--- config.mk ---
export PLATFORM = sky130hd
export DESIGN_NAME = brightness_auto_coe
export DESIGN_NICKNAME = d
export VERILOG_FILES = /design/src/rtl/brightness_auto_coe.sv
export SDC_FILE = /design/constraint.sdc
export NUM_CORES = 1
export LEC_CHECK = 0
export CAP_MARGIN = 10
export CELL_PAD_IN_SITES_DETAIL_PLACEMENT = 0
export CELL_PAD_IN_SITES_GLOBAL_PLACEMENT = 2
export CORE_ASPECT_RATIO = 1.4
export CORE_MARGIN = 2
export CORE_UTILIZATION = 41
export CTS_BUF_LIST = sky130_fd_sc_hd__clkbuf_4
export CTS_CLUSTER_SIZE = 20
export DETAILED_ROUTE_END_ITERATION = 8
export PLACE_DENSITY_LB_ADDON = 0.1
export REMOVE_ABC_BUFFERS = 1
export SKIP_CTS_REPAIR_TIMING = 1
export SLEW_MARGIN = 5
export SYNTH_ARGS = -nofsm -noshare
export SYNTH_HDL_FRONTEND = slang
export SYNTH_SLANG_ARGS = --single-unit
export TNS_END_PERCENT = 1
--- constraint.sdc ---
create_clock -name clk -period 7.3 [get_ports clk]
set_input_delay 1.46 -clock clk [delete_from_list [all_inputs] [get_ports clk]]
set_output_delay 1.46 -clock clk [all_outputs]
set_load 0.02 [all_outputs]
--- src/rtl/brightness_auto_coe.sv ---
// brightness_auto_coe: per-frame luma mean and brightness coefficient.
// Sums Y over the active pixels of a frame. On each vertical-sync rising edge
// it divides the sum by the pixel count with a restoring divider. It then
// publishes mean_o and a clamped, signed (target - mean) coefficient for the
// brightness filter.
module brightness_auto_coe #(
  parameter int PIXEL_WIDTH = 8,
  parameter int COE_WIDTH   = 9,
  parameter int CNT_WIDTH   = 22
) (
  input  logic                   clk,
  input  logic                   rst,
  input  logic                   en_i,
  input  logic [PIXEL_WIDTH-1:0] target_i,
  input  logic [PIXEL_WIDTH-1:0] y_i,
  input  logic                   de_i,
  input  logic                   hs_i,
  input  logic                   vs_i,
  output logic [15:0]            coe_o,
  output logic                   coe_vld_o,
  output logic [PIXEL_WIDTH-1:0] mean_o,
  output logic                   busy_o
);

  localparam int DIV_W = PIXEL_WIDTH + CNT_WIDTH;
  localparam int BIT_W = $clog2(DIV_W + 1);
  localparam logic signed [15:0] C_MAX = 16'((2 ** (COE_WIDTH - 1)) - 1);
  localparam logic signed [15:0] C_MIN = 16'(-(2 ** (COE_WIDTH - 1)));

  typedef enum logic [1:0] {
    S_IDLE   = 2'd0,
    S_DIV    = 2'd1,
    S_UPDATE = 2'd2
  } state_t;

  state_t                 r_state;
  state_t                 w_next;
  logic                   r_vs_q;
  logic [DIV_W-1:0]       r_sum;
  logic [CNT_WIDTH-1:0]   r_cnt;
  logic [CNT_WIDTH-1:0]   r_rem;
  logic [DIV_W-1:0]       r_quo;
  logic [CNT_WIDTH-1:0]   r_den;
  logic [BIT_W-1:0]       r_bit;

  logic                   w_edge;
  logic                   w_pix;
  logic                   w_accept;
  logic [CNT_WIDTH:0]     w_shift;
  logic [CNT_WIDTH:0]     w_sub;
  logic                   w_ge;
  logic signed [PIXEL_WIDTH:0] w_diff;
  logic signed [15:0]     w_diff16;
  logic signed [15:0]     w_clamp;
  logic [1:0]             w_unused;

  // hs_i has no role here; the top subtract bit is always zero when kept
  assign w_unused = {hs_i, w_sub[CNT_WIDTH]};

  // A new frame starts on the rising edge of vertical sync
  assign w_edge   = vs_i & ~r_vs_q;
  // Counting stops once the pixel counter saturates so sum/cnt stay coherent
  assign w_pix    = de_i & ~vs_i & ~(&r_cnt);
  assign w_accept = w_edge & (r_state == S_IDLE) & (|r_cnt);

  // Restoring-division step: remainder is always below the divisor (< 2^CNT_WIDTH)
  assign w_shift  = {r_rem, r_quo[DIV_W-1]};
  assign w_ge     = (w_shift >= {1'b0, r_den});
  assign w_sub    = w_shift - {1'b0, r_den};

  // Signed difference between desired and measured mean
  assign w_diff   = $signed({1'b0, target_i}) - $signed({1'b0, r_quo[PIXEL_WIDTH-1:0]});
  assign w_diff16 = 16'(w_diff);

  assign busy_o   = (r_state == S_DIV);

  // Clamp the difference into the filter's coefficient range
  always_comb begin
    w_clamp = w_diff16;
    if (w_diff16 > C_MAX) begin
      w_clamp = C_MAX;
    end else if (w_diff16 < C_MIN) begin
      w_clamp = C_MIN;
    end else begin
      w_clamp = w_diff16;
    end
  end

  // FSM state register
  always_ff @(posedge clk) begin
    if (rst) begin
      r_state <= S_IDLE;
    end else begin
      r_state <= w_next;
    end
  end

  // FSM next-state: divide for exactly DIV_W cycles, then one update cycle
  always_comb begin
    w_next = r_state;
    case (r_state)
      S_IDLE: begin
        if (w_accept) begin
          w_next = S_DIV;
        end else begin
          w_next = S_IDLE;
        end
      end
      S_DIV: begin
        if (r_bit == BIT_W'(DIV_W - 1)) begin
          w_next = S_UPDATE;
        end else begin
          w_next = S_DIV;
        end
      end
      S_UPDATE: w_next = S_IDLE;
      default:  w_next = S_IDLE;
    endcase
  end

  // Frame accumulation, divider datapath and registered outputs
  always_ff @(posedge clk) begin
    if (rst) begin
      r_vs_q    <= 1'b0;
      r_sum     <= '0;
      r_cnt     <= '0;
      r_rem     <= '0;
      r_quo     <= '0;
      r_den     <= '0;
      r_bit     <= '0;
      coe_o     <= 16'd0;
      coe_vld_o <= 1'b0;
      mean_o    <= '0;
    end else begin
      r_vs_q    <= vs_i;
      coe_vld_o <= 1'b0;
      // The edge cycle clears the accumulators; accumulation goes on during division
      if (w_edge) begin
        r_sum <= '0;
        r_cnt <= '0;
      end else if (w_pix) begin
        r_sum <= r_sum + DIV_W'(y_i);
        r_cnt <= r_cnt + {{(CNT_WIDTH-1){1'b0}}, 1'b1};
      end
      case (r_state)
        S_IDLE: begin
          if (w_accept) begin
            r_rem <= '0;
            r_quo <= r_sum;
            r_den <= r_cnt;
            r_bit <= '0;
          end
          if (!en_i) begin
            coe_o <= 16'd0;
          end
        end
        S_DIV: begin
          r_rem <= w_ge ? w_sub[CNT_WIDTH-1:0] : w_shift[CNT_WIDTH-1:0];
          r_quo <= {r_quo[DIV_W-2:0], w_ge};
          r_bit <= r_bit + {{(BIT_W-1){1'b0}}, 1'b1};
        end
        S_UPDATE: begin
          mean_o    <= r_quo[PIXEL_WIDTH-1:0];
          coe_o     <= en_i ? w_clamp : 16'd0;
          coe_vld_o <= 1'b1;
        end
        default: begin
          r_bit <= '0;
        end
      endcase
    end
  end

endmodule

# ---- Word-level counts from Yosys, hierarchy flattened
# Cells that the tools add are included.
dict set report op_classes {
  add_sub_neg 5
  multipliers 0
  n_div 0
  magnitude_cmp 3
  eq_ne 5
  shifts 0
  mux 16
  bitwise 9
  reduce_logical 10
}
# op n
set op_table {}
lappend op_table {{16-bit 2-to-1 mux} 4}
lappend op_table {{30-bit one-hot mux with 2 select lines} 1}
lappend op_table {{22-bit 2-to-1 mux} 2}
lappend op_table {{22-bit one-hot mux with 2 select lines} 1}
lappend op_table {{16-bit one-hot mux with 2 select lines} 1}
lappend op_table {{30-bit by 8-bit adder with 30-bit output} 1}
lappend op_table {{30-bit 2-to-1 mux} 1}
lappend op_table {{23-bit by 22-bit >= comparator with 1-bit output} 1}
lappend op_table {{22-bit by 1-bit adder with 22-bit output, second input constant} 1}
lappend op_table {{22-bit AND reduction} 1}
lappend op_table {{22-bit OR reduction} 1}
lappend op_table {{22-bit subtractor} 1}
lappend op_table {{5-bit one-hot mux with 3 select lines} 1}
lappend op_table {{9-bit > comparator, second input constant} 1}
lappend op_table {{9-bit < comparator, second input constant} 1}
lappend op_table {{8-bit by 8-bit subtractor with 9-bit output} 1}
lappend op_table {{2-bit AND reduction} 4}
lappend op_table {{5-bit by 1-bit adder with 5-bit output, second input constant} 1}
lappend op_table {{1-bit AND} 5}
lappend op_table {{5-bit == test, second input constant} 1}
lappend op_table {{5-bit 2-to-1 mux} 1}
lappend op_table {{2-bit != test, second input constant} 2}
lappend op_table {{1-bit NOT} 4}
lappend op_table {{2-bit one-hot mux with 2 select lines} 1}
lappend op_table {{other kinds (7)} 9}
dict set report word_totals {
  reg_bits 159
  latchBits 0
  ramBits 0
  romBits 0
  input_bits 22
  output_inout_bits 26
  wordCells 59
  memories 0
}

# ---- Longest topological paths before layout
# Gate-level depths: netlist of run 1.
dict set report depth {
  word_depth 6
  mapped_depth 13
  ltp_nobuf 11
}

# ---- Least setup slack after synthesis of run 1
# No wires, ideal clock.
dict set report synth_timing {
  path_kind {input to register}
  startpoint {in y_i[0]}
  endpoint {reg r_sum[26]}
  setup_ps 128
  arrival_ps 3349
  required_ps 7172
  path_slack_ps 3824
  cell_stages 11
  n_path_buf 0
  cell_sequence {ha_1 > inv_1 > fa_1 > nor2b_1 > o21ai_0 > a21boi_0 > o21ai_0 > a211oi_2 > nand4_1 > xor2_1 > nor2_1}
}
dict set report synth_between {
  elab_chain_len 1
}
# item line
set synth_lines {}
lappend synth_lines {{from (decl)} 15} ;# input logic [PIXEL_WIDTH-1:0] y_i,
lappend synth_lines {{30-bit by 8-bit adder with 30-bit output} 142} ;# r_sum <= r_sum + DIV_W'(y_i);
lappend synth_lines {{to (signal assigned)} 142}
lappend synth_lines {{to (decl)} 39} ;# logic [DIV_W-1:0] r_sum;
# No other way between the ends.
# A chain may end at the register's enable or synchronous reset.

# ---- Final worst setup path of run 1
dict set report layout_timing {
  startpoint {in y_i[0]}
  endpoint {reg r_sum[28]}
}
# The elaborated chain is that of the path after synthesis.

==> out/qor.yml, run 1 <==
timing:
  maxSlewHeadroom_pct: 26.41
  rsz0062_at_grt: "false"
  finalSetupTns_ns: 0
  setup_viol: 0
  tightest_slew_ns: 1.104
  hold_violations: 0
  fin_skew_ns: 0.03124
  period_share_pct: 53.12
  clock.fmax_mhz: 257.9
  slew_viol_final: 0
  fin_crit_ns: 3.878
layout:
  fill_cells: 1893
  drive_gt1_share_pct: 6.135
  syn_to_final_growth_pct: 10.93
  fin_nets: 1033
  layout.area.seq_um2: 3043
  multi_input_area_um2: 4637
  finalNonFillerCells: 1228
drt:
  firstDrtPassIters: 5
  ant_nets: 0
  viasPerCell: 5.208
  drc: 0
  drtIter0Drc: 286
  routedWlPerCell_um: 14.60
  wl_mm: 17.93
  via_count: 6396
synth:
  yosys_most_used_dff: "dfxtp_1"
  ys_seq_elements: 152
  ys_seq_area_share_pct: 37.55
  synth_edf_count: 0
  synthCells: 943
  asyncSetResetFlopFracSynth_pct: 0
  synth_cell_types: 64
  synth_warnings: 0
  avgSynthCellArea_um2: 8.594
  syn-cell-area_um2: 8104
clock_tree:
  cts_tree: "done"
  root_buffer: "clkbuf_4"
  clockBufferDepth: 2
  cts_inserted_buffers: 17
  htreeDepth: 4
  insertion_delay_ns: 0.56
  clkTransAtPathRegs_ns: 0.13
  clock_sinks: 152
min_path:
  hp-start: "mean_o[0]$_SDFFE_PP0P_"
  hold_class: "flop to flop"
  min_path_cells: 2
  worst_hold_path.endpoint: "mean_o[0]$_SDFFE_PP0P_"
floorplan:
  initial_core_util_pct: 42.00
  rows: 60
  dieHeight_um: 170.4
  core_um2: 19290
  ios: 48
  die-area_um2: 20920
  die_w_um: 122.8
placed_design:
  dpl.hpwl_mm: 12.92
  io_buffers: 46
  dp_cells: 1194
  globalplace.congestion: 0.8487
power:
  leakage_nw: 3.825
  ir_drop_v: 0.00008879
  p_total_mw: 1.512
  pwr_density_cell_nw_per_um2: 168.2
grt:
  grt_pass1_wl_mm: 30.57
  antenna_found_initial: 1
  track_usage_pct: 18.20
  grt_remaining_overflow: 0
  grt_pass1_vias: 6541
  grt_max_degree: 67
critical_path:
  critPathArrivalTime_ns: 4.27
  crit_type: "input pin to flop"
  reg2regPathDepth: 11
  crit_fanout: 8
  rrSetupSlack_ns: 3.60
  worstReg2RegStart: "r_den[3]$_SDFFE_PP0P_"
  startpoint_type: "input pin"
  cp.required_ns: 7.70
  critPathLaunch: "y_i[0]"
  endpoint_kind: "flop"
  worst_r2r_endpoint: "r_rem[13]$_SDFFE_PP0P_"
run:
  max-cap-violations: 0
run_status:
  status: "completed"
-- worst max path at each step --
stage	end	cells after the start
after global placement	r_sum[26]$_SDFFE_PP0P_	12
after detailed placement	r_sum[26]$_SDFFE_PP0P_	12
after CTS	r_sum[26]$_SDFFE_PP0P_	12
after global routing	r_sum[28]$_SDFFE_PP0P_	12
final	r_sum[28]$_SDFFE_PP0P_	12
after floorplan	r_rem[18]$_SDFFE_PP0P_	6
-- worst max-delay path, cell delays in order --
cell and delay (ns):
clkdlybuf4s50_1 0.47, ha_1 0.16, inv_1 0.05, fa_1 0.37
nor2b_1 0.16, o21ai_0 0.12, a21boi_0 0.25, o21ai_0 0.22
a211oi_2 0.60, nand3_1 0.17, xor2_1 0.18, nor2_1 0.06
-- cell type report --
cell class                 instances  share of cell area, %
clock buffer                      17                  1.420
sequential                       152                  33.85
antenna                            2                0.05567
multi-input combinational        691                  51.58
timing repair buffer              52                  5.567
tap                              248                  3.452
clock inverter                    15                  1.949
inverter                          51                  2.129
-- kinds of logic (layout without fill, tap and decap cells) --
logic type | count (synthesis) | after routing | synth area share [%]
buf+inv | 100 | 135 | 5.373
simple gates | 334 | 334 | 19.75
compound gates | 174 | 174 | 13.97
fa+ha+maj | 46 | 46 | 7.380
mux | 70 | 70 | 8.646
flops | 152 | 152 | 37.55
xor+xnor | 67 | 67 | 7.334
other cells | 0 | 2 | 0
-- synth_stat cells (2+ instances only) --
| library cell | number | area, um^2 |
|---|---|---|
| nor2_1 | 153 | 574.3 |
| dfxtp_1 | 152 | 3043 |
| nand2_1 | 74 | 277.8 |
| mux2i_1 | 70 | 700.7 |
| inv_1 | 51 | 191.4 |
| a21oi_1 | 47 | 235.2 |
| ha_1 | 43 | 538.0 |
| xor2_1 | 39 | 341.6 |
| o21ai_0 | 35 | 175.2 |
| a211oi_1 | 33 | 247.7 |
| clkbuf_1 | 29 | 108.9 |
| xnor2_1 | 27 | 236.5 |
| nand3_1 | 17 | 85.08 |
| nand4_1 | 16 | 100.1 |
| a21o_1 | 14 | 105.1 |
| nand2b_1 | 13 | 81.33 |
| nor2b_1 | 10 | 62.56 |
| buf_4 | 8 | 60.06 |
| and3_1 | 7 | 43.79 |
| o21a_1 | 7 | 52.55 |
| a22oi_1 | 6 | 45.04 |
| buf_2 | 6 | 30.03 |
| nor3_1 | 6 | 30.03 |
| nor4_1 | 5 | 31.28 |
| o21bai_1 | 5 | 37.54 |
| and4_1 | 4 | 35.03 |
| nor3b_1 | 4 | 30.03 |
| a211oi_2 | 3 | 37.54 |
| a31oi_1 | 3 | 18.77 |
| and2_1 | 3 | 18.77 |
| buf_1 | 3 | 11.26 |
| buf_6 | 3 | 33.78 |
| fa_1 | 3 | 60.06 |
| o21ai_1 | 3 | 15.01 |
| o31ai_1 | 3 | 22.52 |
| or4_1 | 3 | 22.52 |
| a221oi_1 | 2 | 17.52 |
| a22o_1 | 2 | 17.52 |
| nand3b_1 | 2 | 15.01 |
| nor3_2 | 2 | 20.02 |
| nor3_4 | 2 | 32.53 |
| o41ai_1 | 2 | 17.52 |
| or3_1 | 2 | 12.51 |
-- routing by layer --
| metal | up-vias | global-route usage (%) | wire [um] |
|---|---|---|---|
| li1 | 3283 | - | - |
| met1 | 3017 | 20.67 | 7864 |
| met2 | 79 | 33.53 | 9427 |
| met3 | 17 | 3.251 | 373 |
| met4 | 0 | 6.247 | 267 |
| met5 | - | 0 | 0 |
-- state kept, by name (all words and copies together), names as in the netlist --
signal,count
r_sum,30
r_vs_q,1
r_den,22
mean_o,8
r_bit,5
r_rem,22
coe_vld_o,1
coe_o,9
r_state,2
r_cnt,22
r_quo,30
-- power by group --
group          internal, mW  switching (mW)  total, mW
clock network         0.217           0.343      0.559
registers             0.839         0.00705      0.846
logic                0.0451          0.0621      0.107
total                  1.10           0.412       1.51
-- placed cells by master (no fill, tap or decap), drive strengths merged, types with 3 or more instances in the layout --
master | Yosys | routed
and2 | 5 | 5
o21ai | 38 | 38
xor2 | 40 | 40
nor2 | 153 | 153
nand2b | 13 | 13
clkbuf | 29 | 17
o21a | 7 | 7
a211oi | 36 | 36
fa | 3 | 3
nand2 | 76 | 76
o31ai | 3 | 3
clkdlybuf4s50 | 0 | 45
nor2b | 10 | 10
a21o | 14 | 14
and4 | 5 | 5
nor3 | 10 | 10
mux2i | 70 | 70
ha | 43 | 43
nand3 | 18 | 18
dfxtp | 152 | 152
o41ai | 3 | 3
buf | 20 | 7
nor3b | 4 | 4
nand4 | 16 | 16
a22oi | 6 | 6
a21oi | 47 | 47
xnor2 | 27 | 27
and3 | 7 | 7
a31oi | 3 | 3
nor4 | 5 | 5
inv | 51 | 61
or4 | 4 | 4
o21bai | 5 | 5
-- per-stage QoR --
step / hold slack, ns / util [%] / area [um^2] / setup slack, ns
global placement: 0.4467 / 45.00 / 8682 / 2.811
floorplan: 0.4337 / - / 7860 / 2.151
global route: 0.4932 / 46.60 / 8990 / 3.167
CTS: 0.4721 / 46.57 / 8985 / 3.429
finish: 0.4680 / 46.60 / 8990 / 3.423
detailed placement: 0.4533 / 45.00 / 8682 / 2.807
No activity file was read; power rests on OpenSTA's default activity.
==> run 2: changes to the inputs <==
Settings changed: CORE_UTILIZATION 41 to 38.
Clock period 7.3 ns to 4.05 ns, I/O delays scaled along.
==> run 2 against run 1 <==
Compared with the run above: routed wire length rose by 4.1%; via count rose by 1.2%; combinational power is 84% higher; final cell count increased by 1.1%; sequential share of layout area decreased by 0.26 points; non-clock buffer count increased by 2; register-to-register slack worse by 2.7 ns; sequential power rose by 80%.
==> out/qor.yml, run 2 (synthesis results as in run 1) <==
run_status:
  status: "completed"
clock_tree:
  clockBufferDepth: 2
  clock_sinks: 152
  cts_inserted_buffers: 17
  insertion_delay_ns: 0.57
  root_buffer: "clkbuf_4"
  htreeDepth: 4
  clkTransAtPathRegs_ns: 0.12
  cts_tree: "done"
drt:
  viasPerCell: 5.216
  drc: 0
  drtIter0Drc: 226
  via_count: 6473
  firstDrtPassIters: 6
  routedWlPerCell_um: 15.05
  wl_mm: 18.67
  ant_nets: 0
min_path:
  hold_class: "flop to flop"
  hp-start: "mean_o[5]$_SDFFE_PP0P_"
  worst_hold_path.endpoint: "mean_o[5]$_SDFFE_PP0P_"
  min_path_cells: 2
critical_path:
  crit_type: "flop to flop"
  crit_fanout: 22
  cpPeakStageDelay_ns: 0.93
  reg2regPathDepth: 10
  endpoint_kind: "flop"
  worst_r2r_endpoint: "r_rem[18]$_SDFFE_PP0P_"
  slowest_stage: "nor3b_4"
  critPathArrivalTime_ns: 3.68
  startpoint_type: "flop"
  worstReg2RegStart: "r_cnt[0]$_SDFFE_PP0P_"
  cp.required_ns: 4.55
  crit_chain: "inv_1, ha_1, nor4b_1, nand4_1, nor4_1, or4_2, nor3b_4, nand2_1, and2_1, a22oi_1"
  crit_family: "simple AND/OR/NAND/NOR gates"
  rrSetupSlack_ns: 0.87
  path_buf_inv: 1
timing:
  slew_viol_final: 0
  rsz0062_at_grt: "false"
  fin_skew_ns: 0.01382
  tightest_slew_ns: 1.087
  timing.hold.ws_ns: 0.4699
  fin_crit_ns: 3.185
  period_share_pct: 78.64
  maxSlewHeadroom_pct: 27.48
  setup_viol: 0
  hold_violations: 0
  clock.fmax_mhz: 314.0
layout:
  multi_input_area_um2: 4643
  fin_area_um2: 9060
  fin_nets: 1035
  layout.area.seq_um2: 3043
  syn_to_final_growth_pct: 11.80
  drive_gt1_share_pct: 5.618
  final_cell_mix: "153 x nor2_1, 152 x dfxtp_1, 73 x nand2_1"
  final_common_cell: "nor2_1"
  fill_cells: 2129
  reg.largest.list: "r_quo (30), r_sum (30)"
  finalNonFillerCells: 1241
floorplan:
  die-area_um2: 22530
  initial_core_util_pct: 38.51
  core_um2: 21050
  die_w_um: 127.4
  dieHeight_um: 176.8
  rows: 63
  ios: 48
placed_design:
  dpl_cell_area_um2: 8731
  globalplace.congestion: 0.7972
  dp_cells: 1208
  dpl.hpwl_mm: 13.43
  io_buffers: 46
grt:
  grt_pass1_vias: 6683
  grt_max_degree: 67
  grt_remaining_overflow: 0
  grt_pass1_wl_mm: 31.63
  antenna_found_initial: 1
  track_usage_pct: 17.47
power:
  leakage_nw: 3.854
  pwr_density_cell_nw_per_um2: 309.3
  p_total_mw: 2.802
  ir_drop_v: 0.0001825
run:
  max-cap-violations: 0
==> run 2: cell types whose count changed in the layout (fill, tap and decap cells not counted), moves of 2 or more <==
| cell | before | now |
|---|---|---|
| bufinv_16 | 2 | 5 |
| clkbuf_4 | 17 | 19 |
| clkinv_1 | 0 | 6 |
| inv_6 | 9 | 0 |
==> run 2: through the flow <==
| step | worst slack [ns] | TNS, ns | utilization, % |
|---|---|---|---|
| 2_1_floorplan | -0.6244 | -7.015 | - |
| 3_3_place_gp | 0.5408 | 0 | 41.48 |
| 3_5_place_dp | 0.5499 | 0 | 41.48 |
| 4_1_cts | 0.8172 | 0 | 43.02 |
| 5_1_grt | 0.4842 | 0 | 43.05 |
| 6_report | 0.8652 | 0 | 43.05 |
==> run 2: layout make-up <==
cell class / count / share of cell area (%)
timing repair buffer: 54 / 5.828
sequential: 152 / 33.59
clock buffer: 19 / 1.574
multi-input combinational: 691 / 51.25
tap: 260 / 3.591
clock inverter: 12 / 2.002
antenna: 2 / 0.05524
inverter: 51 / 2.113
==> run 2: how the worst max path moves through the flow <==
stage,to,startpoint,cells past startpoint
after CTS,r_rem[18]$_SDFFE_PP0P_,r_cnt[0]$_SDFFE_PP0P_,10
after global placement,r_sum[26]$_SDFFE_PP0P_,y_i[0],13
final,r_rem[18]$_SDFFE_PP0P_,r_cnt[0]$_SDFFE_PP0P_,10
after floorplan,r_rem[18]$_SDFFE_PP0P_,r_cnt[8]$_SDFFE_PP0P_,7
after global routing,r_rem[18]$_SDFFE_PP0P_,r_cnt[0]$_SDFFE_PP0P_,10
after detailed placement,r_sum[26]$_SDFFE_PP0P_,y_i[0],13
==> run 2: worst register-to-register path: stages, from the launching register on <==
cell	delay, ns
dfxtp_1	0.36
inv_1	0.12
ha_1	0.18
nor4b_1	0.23
nand4_1	0.17
nor4_1	0.26
or4_2	0.33
nor3b_4	0.94
nand2_1	0.17
and2_1	0.21
a22oi_1	0.16
==> run 2: power by group <==
part | switching (mW) | leakage, nW | total (mW) | internal, mW
Combinational | 0.116 | 2.46 | 0.197 | 0.0816
Clock | 0.530 | 0.172 | 1.08 | 0.551
Sequential | 0.0129 | 1.23 | 1.52 | 1.51
==> run 2: metal layers <==
| metal | track usage (%) | share of wire [%] | vias up |
|---|---|---|---|
| li1 | - | - | 3302 |
| met1 | 18.82 | 42 | 3063 |
| met2 | 33.04 | 53 | 83 |
| met3 | 3.537 | 2.3 | 25 |
| met4 | 6.822 | 2.2 | 0 |
| met5 | 0 | 0 | - |
==> run 3: changes to the inputs <==
Clock period 4.05 ns to 3 ns, I/O delays scaled along.
==> run 3 against run 2 <==
Compared with the run above: die area unchanged; register-to-register slack got worse by 0.78 ns; routed wire length increased by 3.5%; sequential cell count unchanged; critical path type unchanged.
==> out/qor.yml, run 3 (synthesis results as in run 1) <==
floorplan:
  ios: 48
  dieHeight_um: 176.8
  core_um2: 21050
  rows: 63
  initial_core_util_pct: 38.51
  die-area_um2: 22530
  die_w_um: 127.4
layout:
  drive_gt1_share_pct: 9.091
  fin_util_pct: 44.08
  fin_nets: 1067
  final_cell_mix: "153 x nor2_1, 152 x dfxtp_1, 73 x nand2_1"
  multi_input_area_um2: 4656
  fill_cells: 2123
  reg.largest.list: "r_quo (30), r_sum (30)"
  finalNonFillerCells: 1274
  final_common_cell: "nor2_1"
  layout.area.seq_um2: 3043
  syn_to_final_growth_pct: 14.47
critical_path:
  crit_type: "flop to flop"
  slowest_stage: "o41ai_2"
  crit_fanout: 10
  path_buf_inv: 2
  critPathArrivalTime_ns: 3.37
  crit_family: "compound AO/OA/AOI/OAI gates"
  startpoint_type: "flop"
  cp.required_ns: 3.45
  crit_chain: "inv_1, ha_1, o211ai_1, a21o_1, a211oi_2, nor3_2, o41ai_2, o32a_1, buf_6, mux2i_1, o21ai_0"
  endpoint_kind: "flop"
  cpPeakStageDelay_ns: 0.41
clock_tree:
  cts_inserted_buffers: 17
  insertion_delay_ns: 0.58
  cts_tree: "done"
  root_buffer: "clkbuf_4"
  clkTransAtPathRegs_ns: 0.13
  clockBufferDepth: 2
  clock_sinks: 152
  htreeDepth: 4
drt:
  ant_nets: 0
  routedWlPerCell_um: 15.17
  wl_met3_um: 481
  viasPerCell: 5.133
  routed.top_layer: "met4"
  via_count: 6539
  firstDrtPassIters: 4
  wl_mm: 19.32
  drc: 0
  drtIter0Drc: 214
  wl_met1_mm: 8.251
  dr_wl_met2_mm: 10.16
timing:
  fin_skew_ns: 0.01793
  finalSetupTns_ns: 0
  maxSlewHeadroom_pct: 36.31
  rsz0062_at_grt: "true"
  clock.fmax_mhz: 343.3
  slew_viol_final: 0
  period_share_pct: 97.11
  hold_violations: 0
  setup_viol: 0
  fin_crit_ns: 2.913
  tightest_slew_ns: 0.9512
placed_design:
  dpl.hpwl_mm: 13.85
  io_buffers: 46
  globalplace.congestion: 0.8033
  dp_cells: 1239
run_status:
  status: "completed"
power:
  pwr_density_cell_nw_per_um2: 395.0
  ir_drop_v: 0.0002418
  leakage_nw: 3.988
grt:
  track_usage_pct: 17.33
  grt_pass1_vias: 6659
  grt_pass1_wl_mm: 31.26
  grt_remaining_overflow: 0
  antenna_found_initial: 1
  grt_max_degree: 67
run:
  max-cap-violations: 0
min_path:
  hold_class: "flop to flop"
-- run 3: per-stage QoR --
step	instance area (um^2)	hold slack [ns]	worst slack, ns	power [mW]
2_1_floorplan	7860	0.4337	-1.674	2.268
3_3_place_gp	8964	0.4441	-0.2422	2.377
3_5_place_dp	8964	0.4516	-0.2554	2.383
4_1_cts	9255	0.4454	-0.03213	3.725
5_1_grt	9276	0.4854	-0.05888	3.836
6_report	9276	0.4735	0.08680	3.664
-- run 3: layout make-up --
cell class,instances,area share (%)
Multi-Input combinational cell,692,50.19
Inverter,51,2.064
Timing Repair Buffer,85,8.241
Clock buffer,18,1.457
Sequential cell,152,32.80
Clock inverter,14,1.686
Antenna cell,2,0.05395
Tap cell,260,3.507
-- run 3: per-layer routing --
layer / vias up / global-route usage (%)
li1: 3365 / -
met1: 3082 / 18.76
met2: 67 / 32.64
met3: 25 / 3.779
met4: 0 / 6.410
met5: - / 0
-- run 3: worst paths after layout --
| path | from | endpoint | slack (ns) | depth (start not counted) |
|---|---|---|---|---|
| worst max-delay path | r_den[4]$_SDFFE_PP0P_ | r_rem[17]$_SDFFE_PP0P_ | 0.09 | 11 |
| worst min-delay path | mean_o[3]$_SDFFE_PP0P_ | mean_o[3]$_SDFFE_PP0P_ | 0.47 | 2 |
| worst max register to register | r_den[4]$_SDFFE_PP0P_ | r_rem[17]$_SDFFE_PP0P_ | 0.09 | 11 |
| worst min register to register | mean_o[3]$_SDFFE_PP0P_ | mean_o[3]$_SDFFE_PP0P_ | 0.47 | 2 |
-- run 3: worst reg2reg max path: stages, from the launching register on --
cell and delay, ns:
dfxtp_1 0.35, inv_1 0.05, ha_1 0.37, o211ai_1 0.12, a21o_1 0.21, a211oi_2 0.34
nor3_2 0.13, o41ai_2 0.41, o32a_1 0.26, buf_6 0.19, mux2i_1 0.28, o21ai_0 0.10
-- run 3: where the power goes --
part,internal [mW],switching [mW]
Sequential,2.04,0.0182
Combinational,0.119,0.160
Clock,0.576,0.750
Total,2.74,0.929
